### src/rtl/sign_narrow_pkg.sv
// Shared definitions for the signed-word narrowing stage: default widths,
// saturation patterns, a representability helper and the occupancy states.
package sign_narrow_pkg;

  localparam int WIDE_DEF   = 32;
  localparam int NARROW_DEF = 16;

  localparam logic [NARROW_DEF-1:0] SAT_MAX = {1'b0, {(NARROW_DEF-1){1'b1}}};
  localparam logic [NARROW_DEF-1:0] SAT_MIN = {1'b1, {(NARROW_DEF-1){1'b0}}};

  typedef enum logic [1:0] {
    EMPTY,
    ONE,
    TWO
  } occ_e;

  // A word fits when every dropped bit and the kept MSB agree with the sign.
  function automatic logic fits_narrow(logic [WIDE_DEF-1:0] word);
    logic [WIDE_DEF-NARROW_DEF:0] top;
    top = word[WIDE_DEF-1:NARROW_DEF-1];
    return (&top) || !(|top);
  endfunction

endpackage

### src/rtl/sign_narrow_calc.sv
// Combinational narrowing: overflow detection plus wrap or saturate result.
module narrow_calc
  import sign_narrow_pkg::*;
#(
  parameter int WIDE   = 32,
  parameter int NARROW = 16
) (
  input  logic [WIDE-1:0]   data_i,
  input  logic              sat_i,
  output logic [NARROW-1:0] res_o,
  output logic              ovf_o
);

  logic [WIDE-NARROW:0] top;

  function automatic logic [NARROW-1:0] sat_pick(logic neg);
    return neg ? {1'b1, {(NARROW-1){1'b0}}} : {1'b0, {(NARROW-1){1'b1}}};
  endfunction

  assign top   = data_i[WIDE-1:NARROW-1];
  assign ovf_o = !(&top) && (|top);

  always_comb begin
    res_o = data_i[NARROW-1:0];
    if (sat_i && ovf_o) res_o = sat_pick(data_i[WIDE-1]);
  end

endmodule

### src/rtl/sign_narrow.sv
// Narrows a signed WIDE-bit word to NARROW bits behind a valid/ready
// handshake with a one-entry skid buffer and overflow tracking.
module sign_narrow
  import sign_narrow_pkg::*;
#(
  parameter int WIDE   = 32,
  parameter int NARROW = 16,
  parameter int CNTW   = 8
) (
  input  logic              clk,
  input  logic              reset,
  input  logic              in_valid,
  output logic              in_ready,
  input  logic [WIDE-1:0]   in_data,
  input  logic              in_sat,
  output logic              out_valid,
  input  logic              out_ready,
  output logic [NARROW-1:0] out_data,
  output logic              out_ovf,
  output logic              ovf_sticky,
  output logic [CNTW-1:0]   ovf_count,
  input  logic              clr_ovf
);

  occ_e              state_q;
  logic              in_ready_q, out_valid_q;
  logic [WIDE-1:0]   skid_data_q;
  logic              skid_sat_q;
  logic [NARROW-1:0] out_data_q;
  logic              out_ovf_q, sticky_q;
  logic [CNTW-1:0]   count_q;

  logic              in_xfer, out_xfer, skid_full, load_out, skid_load;
  logic [WIDE-1:0]   calc_data_d;
  logic              calc_sat_d;
  logic [NARROW-1:0] res_d;
  logic              ovf_d;

  assign in_xfer   = in_valid && in_ready_q;
  assign out_xfer  = out_valid_q && out_ready;
  assign skid_full = (state_q == TWO);
  // A full buffer always has priority; the input cannot transfer in that state.
  assign load_out  = skid_full ? out_xfer : (in_xfer && (!out_valid_q || out_xfer));
  assign skid_load = in_xfer && out_valid_q && !out_xfer;

  assign calc_data_d = skid_full ? skid_data_q : in_data;
  assign calc_sat_d  = skid_full ? skid_sat_q  : in_sat;

  narrow_calc #(.WIDE(WIDE), .NARROW(NARROW)) u_calc (
    .data_i (calc_data_d),
    .sat_i  (calc_sat_d),
    .res_o  (res_d),
    .ovf_o  (ovf_d)
  );

  always_ff @(posedge clk) begin
    if (reset) begin
      state_q     <= EMPTY;
      in_ready_q  <= 1'b1;
      out_valid_q <= 1'b0;
      out_data_q  <= '0;
      out_ovf_q   <= 1'b0;
    end else begin
      if (load_out) begin
        out_data_q <= res_d;
        out_ovf_q  <= ovf_d;
      end
      case (state_q)
        EMPTY: if (in_xfer) begin
          state_q     <= ONE;
          out_valid_q <= 1'b1;
        end
        ONE: begin
          if (in_xfer && !out_xfer) begin
            state_q    <= TWO;
            in_ready_q <= 1'b0;
          end else if (!in_xfer && out_xfer) begin
            state_q     <= EMPTY;
            out_valid_q <= 1'b0;
          end
        end
        TWO: if (out_xfer) begin
          state_q    <= ONE;
          in_ready_q <= 1'b1;
        end
        default: begin
          state_q     <= EMPTY;
          in_ready_q  <= 1'b1;
          out_valid_q <= 1'b0;
        end
      endcase
    end
  end

  always_ff @(posedge clk) begin
    if (skid_load) begin
      skid_data_q <= in_data;
      skid_sat_q  <= in_sat;
    end
  end

  // Clear wins over a same-cycle overflow event, which is then lost.
  always_ff @(posedge clk) begin
    if (reset || clr_ovf) begin
      sticky_q <= 1'b0;
      count_q  <= '0;
    end else if (out_xfer && out_ovf_q) begin
      sticky_q <= 1'b1;
      if (count_q != {CNTW{1'b1}}) count_q <= count_q + 1'b1;
    end
  end

  assign in_ready   = in_ready_q;
  assign out_valid  = out_valid_q;
  assign out_data   = out_data_q;
  assign out_ovf    = out_ovf_q;
  assign ovf_sticky = sticky_q;
  assign ovf_count  = count_q;

endmodule
### config.mk
export PLATFORM = sky130hd
export DESIGN_NAME = sign_narrow
export DESIGN_NICKNAME = d
export VERILOG_FILES = /design/src/rtl/sign_narrow_pkg.sv /design/src/rtl/sign_narrow_calc.sv /design/src/rtl/sign_narrow.sv
export SDC_FILE = /design/constraint.sdc
export NUM_CORES = 1
export LEC_CHECK = 0
export CORE_MARGIN = 2
export CORE_UTILIZATION = 42
export CTS_BUF_LIST = sky130_fd_sc_hd__clkbuf_8
export CTS_CLUSTER_DIAMETER = 100
export DETAILED_ROUTE_END_ITERATION = 8
export PLACE_DENSITY = 0.83
export SYNTH_ARGS = -nofsm -noshare
export SYNTH_HDL_FRONTEND = slang
export SYNTH_SLANG_ARGS = --single-unit
### constraint.sdc
create_clock -name clk -period 2.6 [get_ports clk]
set_clock_uncertainty 0.05 [all_clocks]
set_input_delay 0.52 -clock clk [delete_from_list [all_inputs] [get_ports clk]]
set_output_delay 0.52 -clock clk [all_outputs]
set_load 0.05 [all_outputs]
## Word-level counts from Yosys, hierarchy flattened

Index checks and enable logic that the tools add are counted.

| storage, ports and cells | value |
|---|---|
| register bits after elaboration | 63 |
| output and inout port bits | 28 |
| logic and storage cells | 61 |

| operators by class | value |
|---|---|
| add/subtract/negate cells | 1 |
| equality and inequality tests | 9 |
| mux-type cells | 17 |
| bitwise logic cells | 2 |
| reduce and logical (&&, ||, !) cells | 23 |

Operator list:

| cell | count |
|---|---|
| $mux W16 | 2 |
| $mux W32 | 1 |
| $reduce_and A17 Y1 | 1 |
| $reduce_or A17 Y1 | 1 |
| $logic_and A1 B1 Y1 | 10 |
| $ne A2 B2 Y1 const B | 5 |
| $add A8 B1 Y8 const B | 1 |
| $mux W2 | 4 |
| $ne A8 B8 Y1 const B | 1 |
| $mux W1 | 7 |
| $pmux W1 S3 | 2 |
| $pmux W2 S3 | 1 |
| $reduce_and A3 Y1 | 2 |
| $logic_not A1 Y1 | 4 |
| $reduce_and A4 Y1 | 1 |
| $ne A3 B3 Y1 const B | 1 |
| $eq A2 B1 Y1 const B | 1 |
| $eq A2 B2 Y1 const B | 1 |
| $logic_not A2 Y1 | 1 |
| $logic_or A1 B1 Y1 | 2 |
| $not A1 Y1 | 2 |
| $reduce_and A2 Y1 | 1 |

## Logic depth before layout (Yosys ltp)

| depth | value |
|---|---|
| depth in word-level cells | 7 |
| gate-level depth with buffers | 7 |
| gate-level depth less buffers | 6 |

## By module

From an unflattened synthesis, not the netlist that was laid out.

| unflattened totals | value |
|---|---|
| cells, all modules | 234 |
| area total of the unflattened synthesis | 2902.8 sq um |

Modules (own cells, without submodules):

| module | instances | cells each | area an instance (sq um) | sequential area each (sq um) |
|---|---|---|---|---|
| sign_narrow | 1 | 200 | 2645.0 | 1591.5 |
| narrow_calc | 1 | 34 | 257.7 | 0.0 |

## Worst setup path after synthesis

OpenSTA, ideal clock, no wires.

| path | value |
|---|---|
| path kind | register to register |
| start | reg out_valid_q, in the netlist out_valid |
| end | reg skid_data_q[0], enable pin |
| arrival | 2580 ps |
| setup slack | -457 ps |
| cell stages (with the launch flop) | 4 |
| buffers on the path | 1 |
| period minus slack after synthesis | 3057 ps |
| path through | dfxtp_1 -> clkbuf_1 -> nor2b_1 -> nor2b_1 |

| on the way | value |
|---|---|
| cells in the longest elaborated chain, start to end | 3 |
| elaborated cells between the ends (all ways) | 4 |
| classes of those cells | 4 x reduce/logical |

Ends and longest elaborated chain:

| item | line | source |
|---|---|---|
| start, declared | sign_narrow.sv:26 | `logic in_ready_q, out_valid_q;` |
| start signal, assigned | sign_narrow.sv:60 | `out_valid_q <= 1'b0;` |
| start signal, assigned | sign_narrow.sv:71 | `out_valid_q <= 1'b1;` |
| start signal, assigned | sign_narrow.sv:79 | `out_valid_q <= 1'b0;` |
| $logic_and A1 B1 Y1 | sign_narrow.sv:40 | `assign out_xfer = out_valid_q && out_ready;` |
| $logic_not A1 Y1 | sign_narrow.sv:44 | `assign skid_load = in_xfer && out_valid_q && !out_xfer;` |
| $logic_and A1 B1 Y1 (*) | sign_narrow.sv:44 |  |
| net skid_load | sign_narrow.sv:33 | `logic in_xfer, out_xfer, skid_full, load_out, skid_load;` |
| end signal, assigned | sign_narrow.sv:97 | `skid_data_q <= in_data;` |
| end, declared | sign_narrow.sv:27 | `logic [WIDE-1:0] skid_data_q;` |

The timed path passes the listed nets; every way through them passes the cells marked *.
A chain may end at the register's enable or synchronous reset.

## Worst setup path after layout

| path | value |
|---|---|
| start | in in_data[28] |
| end | reg out_data_q[2], in the netlist out_data[2] |

| on the way | value |
|---|---|
| cells in the longest elaborated chain, start to end | 6 |
| elaborated cells between the ends (all ways) | 7 |
| classes of those cells | 2 x mux; 5 x reduce/logical |

Ends and longest elaborated chain:

| item | line | source |
|---|---|---|
| start, declared | sign_narrow.sv:14 | `input logic [WIDE-1:0] in_data,` |
| $mux W32 (*) | sign_narrow.sv:46 | `assign calc_data_d = skid_full ? skid_data_q : in_data;` |
| $reduce_and A17 Y1 | sign_narrow_calc.sv:21 | `assign ovf_o = !(&top) && (\|top);` |
| $logic_not A1 Y1 | sign_narrow_calc.sv:21 |  |
| $logic_and A1 B1 Y1 (*) | sign_narrow_calc.sv:21 |  |
| $logic_and A1 B1 Y1 (*) | sign_narrow_calc.sv:25 | `if (sat_i && ovf_o) res_o = sat_pick(data_i[WIDE-1]);` |
| $mux W16 (*) | sign_narrow_calc.sv:25 |  |
| end signal, assigned | sign_narrow.sv:65 | `out_data_q <= res_d;` |
| end, declared | sign_narrow.sv:29 | `logic [NARROW-1:0] out_data_q;` |

Every way passes the cells marked *; elsewhere a longest branch is shown, timed or not.

==> impl_metrics.toml <==
[sta]
slew_headroom_pct = 32.7
min_period_ps = 2300
rsz0062_at_grt = "false"
fmax_ghz = 0.435
timing.hold.ws_ps = 399
worst-slew-pin-transition_ps = 1010
finalHoldViolCount = 0
finalSetupViolCount = 0
min_period_over_period_pct = 88.4
drv_slew = 0

[synth]
synth_top_family_by_area = "simple AND/OR/NAND/NOR gates"
synth.most_common_cell = "edfxtp_1"
yosys_warnings = 0
synth_area_leaders = "edfxtp_1 (38%), dfxtp_1 (23%), mux2i_1 (6.5%)"
yosysTopAreaCell = "edfxtp_1"
synth_compound_area_share_pct = 9.94
yosysSeqAreaShare_pct = 60.8
synth_ff_type = "edfxtp_1"
synth.distinct_cells = 39
synthesis.area_sq_um = 2620
synth_top_area_share_pct = 37.9
muxShareOfSynthArea_pct = 6.50
synthAdderAreaFrac_pct = 0.478
synth_xor_xnor_area_share_pct = 2.34
synthSimpleGateAreaFrac_pct = 18.0
synth-seq-cells = 63
synth_nets = 258
synth_common_cells = "edfxtp_1 (33), dfxtp_1 (30), nand2_1 (26)"
avgSynthCellArea_sq_um = 12.0
synth-edff-count = 33
syn_inst = 219
async_flop_share_pct = 0

[critical_path]
endpoint_kind = "flip-flop"
crit_type = "in2reg"
rrSetupSlack_ps = 380
arrival_ps = 2500
ff2ff_path_depth = 7
worstPathMaxFanout = 15
cp-start-kind = "primary input"
required_ps = 2810

[worst_hold_path]
hold_depth = 2
hold_class = "reg2reg"

[power_and_ir_drop]
power_switching_uw = 685
power.density_nw_per_um2 = 686
p_leak_uw = 0.00128
seqPwrFrac_pct = 45.5
clkPwrFrac_pct = 37.2
pwr-share-comb_pct = 17.3
switching_share_pct = 27.2
vdd_drop_max_v = 0.000430
intPower_uw = 1830

[final_layout]
synthToLayoutAreaGrowth_pct = 40.2
diodes = 0
fillers = 478
drive_above_1_share_pct = 14.5
final_cell_area_sq_um = 3670
nets = 338

[status]
status = "completed"

[grt]
grt_overflow = 0
use_met1_pct = 23.5
first_global_vias = 1975
grtUsageTotal_pct = 18.0
met3_usage_pct = 4.67
grt.busiest_layer = "met2"
gr-usage-met2_pct = 27.5
grt_start_max_net_pins = 34
antenna_found_initial = 0
grt_pass1_wl_mm = 9.76

[cts]
clk_pin_slew_ps = 70
cts_sinks = 63
cts_hold_buf = 0
postCtsSetupRepairBufs = 0
htreeDepth = 3
cts-root-buf = "clkbuf_8"
cts_made_buffers = 9
ctsResizeCount = 0
cts_tree = "yes"
clock_latency_ps = 340
clockBufferDepth = 2

[placement]
place_congestion = 0.824
placed_area_sq_um = 3450
hpwl_mm = 4.22
port_buffers = 65

[floorplanning]
fp.coreArea_sq_um = 5960
fp.dieW_microns = 82.9
fp.dieArea_sq_um = 6880
rows = 28
die_y_microns = 82.9
io_pins = 66
start_util_pct = 43.9

[job]
max-cap-violations = 0

[routing]
wire_per_inst_microns = 15.7
first_pass_iters = 4
vias_per_cell = 5.28
drcViolationCount = 0
route.antenna.remaining_nets = 0
drt_wl_total_mm = 5.94
vias = 2000
drtIter0Drc = 170
final cells by class:
class                           instances  area (sq um)  share of cell area [%]
Clock buffer                            9           124                    3.38
Clock inverter                          7          95.1                    2.59
Inverter                                2          7.51                   0.205
Multi-Input combinational cell        146           980                    26.7
Sequential cell                        63          1590                    43.4
Tap cell                               75          93.8                    2.56
Timing Repair Buffer                   77           778                    21.2
registers in the layout, indices dropped and copies added, names as in the netlist:
register and flops:
skid_data_q 32, out_data 16, ovf_count 8, state_q 2, in_ready 1, out_ovf 1
out_valid 1, ovf_sticky 1, skid_sat_q 1
path summary, 6_finish.rpt:
check,start,end
min reg2reg,ovf_sticky,ovf_sticky
min,ovf_sticky,ovf_sticky
max,in_data[28],out_data[2]
max reg2reg,skid_data_q[17],out_data[2]
power by group through the flow:
stage	Clock [uW]	Combinational, uW	Sequential [uW]
after floorplan	0	135	1280
after global placement	0	428	1160
after detailed placement	0	437	1170
after CTS	950	438	1140
after global routing	1000	461	1150
final	936	436	1140
cells in the final DEF (no fill, tap or decap), types with 9 or more instances in the layout:
master / n
clkdlybuf4s50_1: 65
edfxtp_1: 33
dfxtp_1: 30
nand2_1: 26
mux2i_1: 17
nor2_1: 15
nand3_1: 10
o211ai_2: 10
clkbuf_8: 9
buf_4: 9
critical path, cell delays in order:
cell and delay (ps):
clkdlybuf4s50_1 520, nand4_1 120, or3_1 360, nor3_1 240
nor4_2 70, a211o_1 300, buf_12 160, o211ai_1 200
layer usage:
metal  part of all wire (%)  vias up
met3                    5.7        8
met5                      0        -
met2                     47       65
met4                    1.7        0
li1                       -      989
met1                     45      938
cell families after synthesis:
logic type / after synthesis
xor+xnor: 7
simple gates: 91
buf+inv: 10
fa+ha+maj: 1
compound gates: 30
mux: 17
flops: 63
per-stage QoR:
| step | total power, uW | worst slack (ps) | setup TNS, ps | instances | util (%) |
|---|---|---|---|---|---|
| final | 2520 | 302 | 0 | 379 | 61.6 |
| after global routing | 2620 | 210 | 0 | 379 | 61.6 |
| after CTS | 2530 | 308 | 0 | 379 | 61.6 |
| after detailed placement | 1600 | -62.1 | -159 | 363 | 57.9 |
| after global placement | 1590 | 71.7 | 0 | 363 | 57.9 |
| after floorplan | 1410 | 161 | 0 | 219 | - |
Power figures use the tool's default switching activity.
==> edit (same settings) <==
`CNTW`: 8 -> 9.
--- a/src/rtl/sign_narrow.sv
+++ b/src/rtl/sign_narrow.sv
@@ -5,7 +5,7 @@
 #(
   parameter int WIDE   = 32,
   parameter int NARROW = 16,
-  parameter int CNTW   = 8
+  parameter int CNTW   = 9
 ) (
   input  logic              clk,
   input  logic              reset,
Interface: changed (resized ovf_count); port bits go from 66 to 67. The function was not compared with the original's and may differ.
==> edit against the unedited design <==
Count of clock-buffer cells in the layout is 2 higher; setup slack better by 0.019 ns; largest cell class unchanged; sequential cell count is 1 higher; combinational power is 7.3% lower; design area stayed put; routed wire length is 8.1% lower; non-clock buffer count is 5 lower; highest routed layer unchanged; synthesized area is 0.48% higher; global-route usage is 0.78 points lower; power is 4.2% higher; register-to-register slack better by 0.06 ns; cell count is 0.26% higher.
==> edit: results (changes against the unedited design) <==
Synth Flop Type -> edfxtp_1
initial antenna violation count -> 0 (unchanged)
DR WL/cell -> 14.4 µm (-8.3%)
Nets -> 340 (+0.59%)
Iter 0 DRT Violations -> 94 (-45%)
Setup Buffers After CTS -> 0 (unchanged)
Inverters -> 3 (+1)
Seq. cell area -> 0.00161 mm² (+1.3%)
Crit. Startpoint -> in_data[31]
CP delay by family, top -> simple AND/OR/NAND/NOR gates
Mapped Avg Cell Area -> 11.8 µm² (-1.3%)
Worst EP arrival -> 2.43 ns (-0.07 ns)
DIE WIDTH -> 83.1 µm (+0.22%)
Fill cells -> 483 (+1.0%)
clock network power -> 1060 µW (+13%)
Clock-cell share -> 6.92% (+0.95 points)
Multi-input gate area -> 981 µm² (+0.13%)
Critical Path End -> out_data[13]$_SDFFE_PP0P_
worst slew pin tran -> 1.10 ns (+0.0985 ns)
Place WS -> -0.0271 ns (+0.0350 ns)
clk slew on worst S/H paths -> 0.07 ns (about the same)
multi-input gates -> 150 (+2.7%)
Total GRT Usage -> 17.2% (-0.78 points)
placer's final routability congestion estimate -> 0.789 (-4.2%)
minimum clock period -> 2.28 ns (-0.0190 ns)
internal power -> 1980 µW (+8.0%)
global-route wire length before repair -> 9.29 mm (-4.9%)
Non-CTS buffers -> 72 (-6.5%)
number of global-route vias before repair -> 1,982 (+0.35%)
share of layout cells above drive strength 1 -> 10.2% (-4.3 points)
post-synthesis sequential area ratio -> 61.3% (+0.47 points)
P_leak -> 0.00122 µW (-4.3%)
post-DR vias/cell -> 5.26 (-0.26%)
P_comb -> 404 µW (-7.3%)
H-tree Lvls -> 3 (unchanged)
status -> finished clean
maximum vdd drop -> 0.364 mV (-15%)
Crit Reg-Reg Startpoint -> state_q[0]$_SDFFE_PP0P_
placed cell area -> 0.00342 mm² (-1.0%)
syn nets -> 263 (+1.9%)
hold crit path type -> register to register
placed cell count -> 364 (+0.28%)
fraction of area in multi-input gates -> 26.7% (+0.034 points)
I/O Buffers -> 66 (+1.5%)
DP HPWL -> 3.97 mm (-5.9%)
Commonest cells post-synth -> edfxtp_1 (33), dfxtp_1 (31), nand2_1 (24), mux2i_1 (18), nor2_1 (16)
non-filler instance count after layout -> 380 (+0.26%)
hold slack -> 0.398 ns (-0.00116 ns)
cells on worst reg2reg path -> 6 (-1)
post-synth cell types -> 43 (+10%)
worst reg-to-reg setup slack -> 0.44 ns (+0.06 ns)
# clk buffers -> 11 (+2)
Non-Clock Buffer Area Fraction -> 19.6% (-1.6 points)
Area contributors post-synth -> edfxtp_1 (38%), dfxtp_1 (24%), mux2i_1 (6.9%), o211ai_1 (4.3%), nand2_1 (3.4%)
CTS Buf Count -> 9 (unchanged)
max-slew violation count -> 0 (unchanged)
max incr delay on CP -> 0.57 ns (+0.05 ns)
Worst-Skew Late Latency -> 0.34 ns (about the same)
total power -> 2620 µW (+4.2%)
Seq cells post-synth -> 64 (+1.6%)
## edit: cell types whose count changed after synthesis, sizes merged, moves of 2 or more
cell and change:
and3 -2, clkbuf -2, o21ai +3, nor4 -2, nor3 +2, nor2 +2
nand2 -2, or3 +3
## edit: layer usage
layer	share of wire (%)	GRT usage, %	vias up
met2	48	27.1	50
met3	4.7	7.46	10
met4	2.1	7.60	0
met5	0	0	-
met1	45	20.4	947
li1	-	-	993
## edit: cell families (layout without fill, tap and decap cells)
| family | Yosys count | count (layout) | synth area share, % |
|---|---|---|---|
| buffers and inverters | 9 | 91 | 1.81 |
| and+or+nand+nor | 91 | 91 | 18.1 |
| xor gates and xnor gates | 5 | 5 | 1.67 |
| AOI/OAI and AO/OA | 33 | 33 | 8.90 |
| adders and majority gates | 2 | 2 | 0.951 |
| DFF | 64 | 64 | 61.3 |
| muxes | 19 | 19 | 7.28 |
